--- src/rtl/uart_rx.sv ---
`default_nettype none
// ============================================================================
//  Module   : uart_rx
//  Brief    : 8N1 UART receiver, LSB first. Two-flop input synchroniser,
//             mid-bit start validation, bit-centre sampling, valid/ready
//             holding register with framing-error and overrun pulses.
//  Revision : 1.0 - initial release
// ============================================================================
module uart_rx #(
    parameter int CLKS_PER_BIT = 217,
    parameter int DATA_BITS    = 8
) (
    input  logic                 i_clk,
    input  logic                 i_reset,
    input  logic                 i_rx,
    input  logic                 i_ready,
    output logic [DATA_BITS-1:0] o_data,
    output logic                 o_valid,
    output logic                 o_busy,
    output logic                 o_frame_err,
    output logic                 o_overrun
);

    localparam int CNT_W = $clog2(CLKS_PER_BIT);
    localparam int BIT_W = $clog2(DATA_BITS);

    localparam logic [CNT_W-1:0] CNT_LAST = CNT_W'(CLKS_PER_BIT - 1);
    localparam logic [CNT_W-1:0] CNT_HALF = CNT_W'((CLKS_PER_BIT - 1) / 2);
    localparam logic [BIT_W-1:0] BIT_LAST = BIT_W'(DATA_BITS - 1);

    typedef enum logic [2:0] {
        IDLE  = 3'd0,
        START = 3'd1,
        DATA  = 3'd2,
        STOP  = 3'd3,
        BREAK = 3'd4
    } state_t;

    state_t                 state;
    state_t                 next_state;
    logic                   rx_meta;
    logic                   rx_s;
    logic [CNT_W-1:0]       baud_cnt;
    logic [BIT_W-1:0]       bit_cnt;
    logic [DATA_BITS-1:0]   shift;

    logic                   cnt_clr;
    logic                   shift_en;
    logic                   stop_ok;
    logic                   stop_bad;
    logic                   baud_done;
    logic                   baud_half;

    assign baud_done = (baud_cnt == CNT_LAST);
    assign baud_half = (baud_cnt == CNT_HALF);
    assign o_busy    = (state != IDLE);

    // Two-flop synchroniser for the asynchronous line; resets to idle-high.
    always_ff @(posedge i_clk) begin
        if (i_reset) begin
            rx_meta <= 1'b1;
            rx_s    <= 1'b1;
        end else begin
            rx_meta <= i_rx;
            rx_s    <= rx_meta;
        end
    end

    // FSM state register.
    always_ff @(posedge i_clk) begin
        if (i_reset) begin
            state <= IDLE;
        end else begin
            state <= next_state;
        end
    end

    // Next-state decode and per-cycle datapath strobes.
    always_comb begin
        next_state = state;
        cnt_clr    = 1'b0;
        shift_en   = 1'b0;
        stop_ok    = 1'b0;
        stop_bad   = 1'b0;
        case (state)
            IDLE: begin
                if (!rx_s) begin
                    cnt_clr    = 1'b1;
                    next_state = START;
                end
            end
            START: begin
                // A start bit still low at its centre is genuine.
                if (baud_half) begin
                    if (!rx_s) begin
                        cnt_clr    = 1'b1;
                        next_state = DATA;
                    end else begin
                        next_state = IDLE;
                    end
                end
            end
            DATA: begin
                if (baud_done) begin
                    cnt_clr  = 1'b1;
                    shift_en = 1'b1;
                    if (bit_cnt == BIT_LAST) begin
                        next_state = STOP;
                    end
                end
            end
            STOP: begin
                // Leaving at mid-stop-bit lets the next start edge be seen at once.
                if (baud_done) begin
                    cnt_clr = 1'b1;
                    if (rx_s) begin
                        stop_ok    = 1'b1;
                        next_state = IDLE;
                    end else begin
                        stop_bad   = 1'b1;
                        next_state = BREAK;
                    end
                end
            end
            BREAK: begin
                // Hold off until the line returns high so a held-low line cannot retrigger.
                if (rx_s) begin
                    next_state = IDLE;
                end
            end
            default: begin
                next_state = IDLE;
            end
        endcase
    end

    // Baud counter, bit counter and shift register.
    always_ff @(posedge i_clk) begin
        if (i_reset) begin
            baud_cnt <= '0;
            bit_cnt  <= '0;
            shift    <= '0;
        end else begin
            if (cnt_clr) begin
                baud_cnt <= '0;
            end else if (state == START || state == DATA || state == STOP) begin
                baud_cnt <= baud_cnt + CNT_W'(1);
            end

            if (state == IDLE) begin
                bit_cnt <= '0;
            end else if (shift_en) begin
                bit_cnt <= bit_cnt + BIT_W'(1);
            end

            if (shift_en) begin
                shift <= {rx_s, shift[DATA_BITS-1:1]};
            end
        end
    end

    // Holding register with handshake, plus the one-cycle error pulses.
    always_ff @(posedge i_clk) begin
        if (i_reset) begin
            o_data      <= '0;
            o_valid     <= 1'b0;
            o_frame_err <= 1'b0;
            o_overrun   <= 1'b0;
        end else begin
            o_frame_err <= stop_bad;
            o_overrun   <= 1'b0;
            if (stop_ok) begin
                if (!o_valid || i_ready) begin
                    o_data  <= shift;
                    o_valid <= 1'b1;
                end else begin
                    o_overrun <= 1'b1;
                end
            end else if (o_valid && i_ready) begin
                o_valid <= 1'b0;
            end
        end
    end

endmodule
`default_nettype wire

--- config.mk ---
export PLATFORM = sky130hd
export DESIGN_NAME = uart_rx
export DESIGN_NICKNAME = d
export VERILOG_FILES = /design/src/rtl/uart_rx.sv
export SDC_FILE = /design/constraint.sdc
export NUM_CORES = 1
export LEC_CHECK = 0
export CAP_MARGIN = 20
export CORE_UTILIZATION = 45
export DETAILED_ROUTE_END_ITERATION = 16
export PLACE_DENSITY_LB_ADDON = 0.12
export SKIP_LAST_GASP = 1
export SLEW_MARGIN = 15
export SYNTH_ARGS = -nofsm -noshare
export SYNTH_HDL_FRONTEND = slang
export SYNTH_SLANG_ARGS = --single-unit
--- constraint.sdc ---
create_clock -name i_clk -period 1.75 [get_ports i_clk]
set_input_delay 0.175 -clock i_clk [delete_from_list [all_inputs] [get_ports i_clk]]
set_output_delay 0.175 -clock i_clk [all_outputs]
set_load 0.03 [all_outputs]
==> metrics.txt <==
fill count=300; IO buf count=15; hold path cells=2; Logic pwr share=0.045; DR vias/cell=5.023; Pre-Repair DR Iteration Count=4; Critical Path, Cell by Cell=or3_1 -> dlygate4sd2_1; via count=1105; final period utilization=0.9600; final setup fails=0; nets@finish=183; Slew headroom=0.7544; critical path arrival=1510 ps; clock sinks=35; largest driver fanout on the critical path=7; CTS tree=yes; Max Cap Viol=0; #FFs+latches synth=35; worst skew pair latency=350 ps; number of buffers created by CTS=5; PwrDens=722.6 nW/um^2; Routed WL=2658 um; Flop pwr share=0.617; Placement Cell Area=1749 sq um; DRC viols=0; IO Pins=16; min-delay src=i_rx; GR Util All Layers=0.1686; worst reg2reg path startpoint=baud_cnt[0]; final hold violations=0; Synth Cell Area=1535 sq um; mean post-synth cell area=10.03 sq um; leakage dissipation=0.6522 nW; core area=3153 sq um; DIE AREA=3649 sq um; Clock power frac=0.338; fin area=1805 sq um; synthesized netlist cell count=153; Register-to-Register Path Depth=6; wire per inst=12.08 um; Yosys cell types=38; Switching Share=0.2484; global-route wire length before repair=4402 um; Syn-to-layout area delta=17.60%; Critical R2R Capture=baud_cnt[1]; Placer Congestion=0.7793; CP startpoint kind=flop; initial antenna violation count=0; CP endpoint kind=primary output; VDD IR-drop max=0.0003582 V; FF-to-FF setup slack=110 ps; Initial Util=0.4869; crit path kind=flop to primary output; Worst Skew=13.88 ps; layout cell share with drive strength beyond 1=0.1477; Critical-path top delay cell=or3_1; Slew @ Worst Pin=367.2 ps; Psw=0.3241 mW; chip width=60.41 um; GR Overflow Total=0; status=completed; Rows=20; f_max=0.5952 GHz; die height=60.41 um; Hold Crit Class=input pin to flop; max incr delay on CP=410 ps; hold worst-path end=rx_meta; Synth warnings=0; dpl hpwl=1907 um; CTS Buffer Depth=2; clk slew on worst S/H paths=100 ps; Initial DRC Count=44; WP data required=1570 ps; vias in the first global route=986; sequential share of the synthesized area=0.4564; CTS Root Cell=clkbuf_4; internal power=0.9806 mW; Inserted Diodes=0; Tmin final=1680 ps; DRT antenna net count=0; largest net degree at the start of global routing=13; fin. max-slew vios=0; RSZ-0062 raised after global routing=false; syn nets=161; Sum Neg Setup Slack=0 ps; CTS H-tree lvls=2
how the worst max path moves through the flow:
stage | depth (start not counted) | to | from
4_1_cts | 2 | o_busy | state[2]
3_3_place_gp | 7 | o_data[5] | baud_cnt[0]
6_report | 2 | o_busy | state[2]
5_1_grt | 2 | o_busy | state[2]
3_5_place_dp | 7 | o_data[7] | baud_cnt[0]
2_1_floorplan | 7 | o_data[0] | baud_cnt[0]
cells in the final DEF, fill, tap and decap left out, types with 2 or more instances in the layout:
cell              n
dfxtp_1          35
nor2_1           30
mux2i_1          19
clkdlybuf4s50_1  14
nand2_1           7
buf_4             7
xnor2_1           5
clkbuf_4          5
nand3_1           4
nor3_1            4
a21oi_1           4
ha_1              4
nor4_1            3
nand4_1           3
xor2_1            3
inv_1             2
nand2b_1          2
or2_2             2
clkinvlp_4        2
Yosys cell counts (all sizes together):
cell / n / area (sq um)
or3b: 1 / 11.26
xor2: 3 / 26.28
nor3b: 1 / 7.510
o21ai: 1 / 5.000
mux2i: 19 / 190.2
or3: 1 / 6.260
inv: 2 / 7.510
o21bai: 1 / 7.510
nand2b: 2 / 12.51
nand4: 3 / 18.77
dlygate4sd1: 1 / 8.760
nor4b: 1 / 15.01
nor2: 30 / 112.6
a21oi: 4 / 20.02
and2b: 1 / 8.760
or2: 2 / 12.51
nor3: 5 / 36.29
o41ai: 1 / 8.760
a21bo: 1 / 10.01
and3: 1 / 6.260
a22o: 1 / 8.760
ha: 4 / 50.05
a221o: 1 / 10.01
nor4: 3 / 18.77
nand4b: 2 / 32.53
buf: 6 / 51.30
dfxtp: 35 / 700.7
nand2: 7 / 26.28
o21ba: 1 / 10.01
nand3: 4 / 20.02
a211oi: 1 / 7.510
xnor2: 5 / 43.79
clkbuf: 1 / 3.750
nand3b: 1 / 20.02
state kept, by name, indices dropped and copies added, names as in the netlist:
signal / count
baud_cnt: 8
bit_cnt: 3
state: 3
rx_s: 1
o_overrun: 1
shift: 8
o_frame_err: 1
rx_meta: 1
o_valid: 1
o_data: 8
power groups by stage:
stage | Combinational (mW) | Sequential (mW) | Clock, mW
2_1_floorplan | 0.0401 | 0.824 | 0
3_3_place_gp | 0.0594 | 0.823 | 0
3_5_place_dp | 0.0596 | 0.823 | 0
4_1_cts | 0.0590 | 0.805 | 0.458
5_1_grt | 0.0649 | 0.806 | 0.497
6_report | 0.0585 | 0.805 | 0.441
per-stage QoR:
stage	util	hold WS, ps	total power [mW]	setup slack, ps	std cells
6_report	0.5726	409.1	1.305	69.96	220
5_1_grt	0.5726	415.1	1.368	12.02	220
4_1_cts	0.5726	408.2	1.322	64.67	220
3_5_place_dp	0.5548	398.6	0.8831	127.6	212
3_3_place_gp	0.5548	408.0	0.8826	177.0	212
2_1_floorplan	-	278.8	0.8637	265.3	153
worst max-delay path: cells and delay by family, from the launching register on:
| kind | cells | cell delay (ps) |
|---|---|---|
| simple gates | 1 | 410 |
| flops | 1 | 390 |
| buf+inv | 1 | 370 |
kinds of logic (layout without fill, tap and decap cells):
| kind of cell | after synthesis | count (layout) | synth area share |
|---|---|---|---|
| multiplexers | 19 | 19 | 0.1239 |
| buffers and inverters | 10 | 33 | 0.04646 |
| adder cells (fa/ha/maj) | 4 | 4 | 0.03260 |
| AO/OA/AOI/OAI | 12 | 12 | 0.05705 |
| flip-flops | 35 | 35 | 0.4564 |
| AND/OR/NAND/NOR | 65 | 65 | 0.2380 |
| XOR/XNOR | 8 | 8 | 0.04564 |
cell type report:
cell class,count,area (sq um),share of cell area
repair buffers,23,221.5,0.1227
clock inverters,3,20.02,0.01109
inverters,2,7.507,0.004158
well taps,44,55.05,0.03049
flip-flops and latches,35,700.7,0.3881
multi-input cells,108,763.2,0.4227
clock buffers,5,37.54,0.02079
routing by layer:
metal	vias to the layer above	wire [um]	GRT usage
met5	-	0	0
met4	0	52	0.08766
met3	7	155	0.05544
met2	28	1118	0.2512
met1	500	1332	0.2181
li1	570	-	-
timing repair:
action                                  4_1_cts  5_1_grt
gates resized for setup                       1        0
endpoints found under the setup margin        1        0
buffers inserted                              0        0
hold buffers                                  0        0
Power figures use the tool's default switching activity.
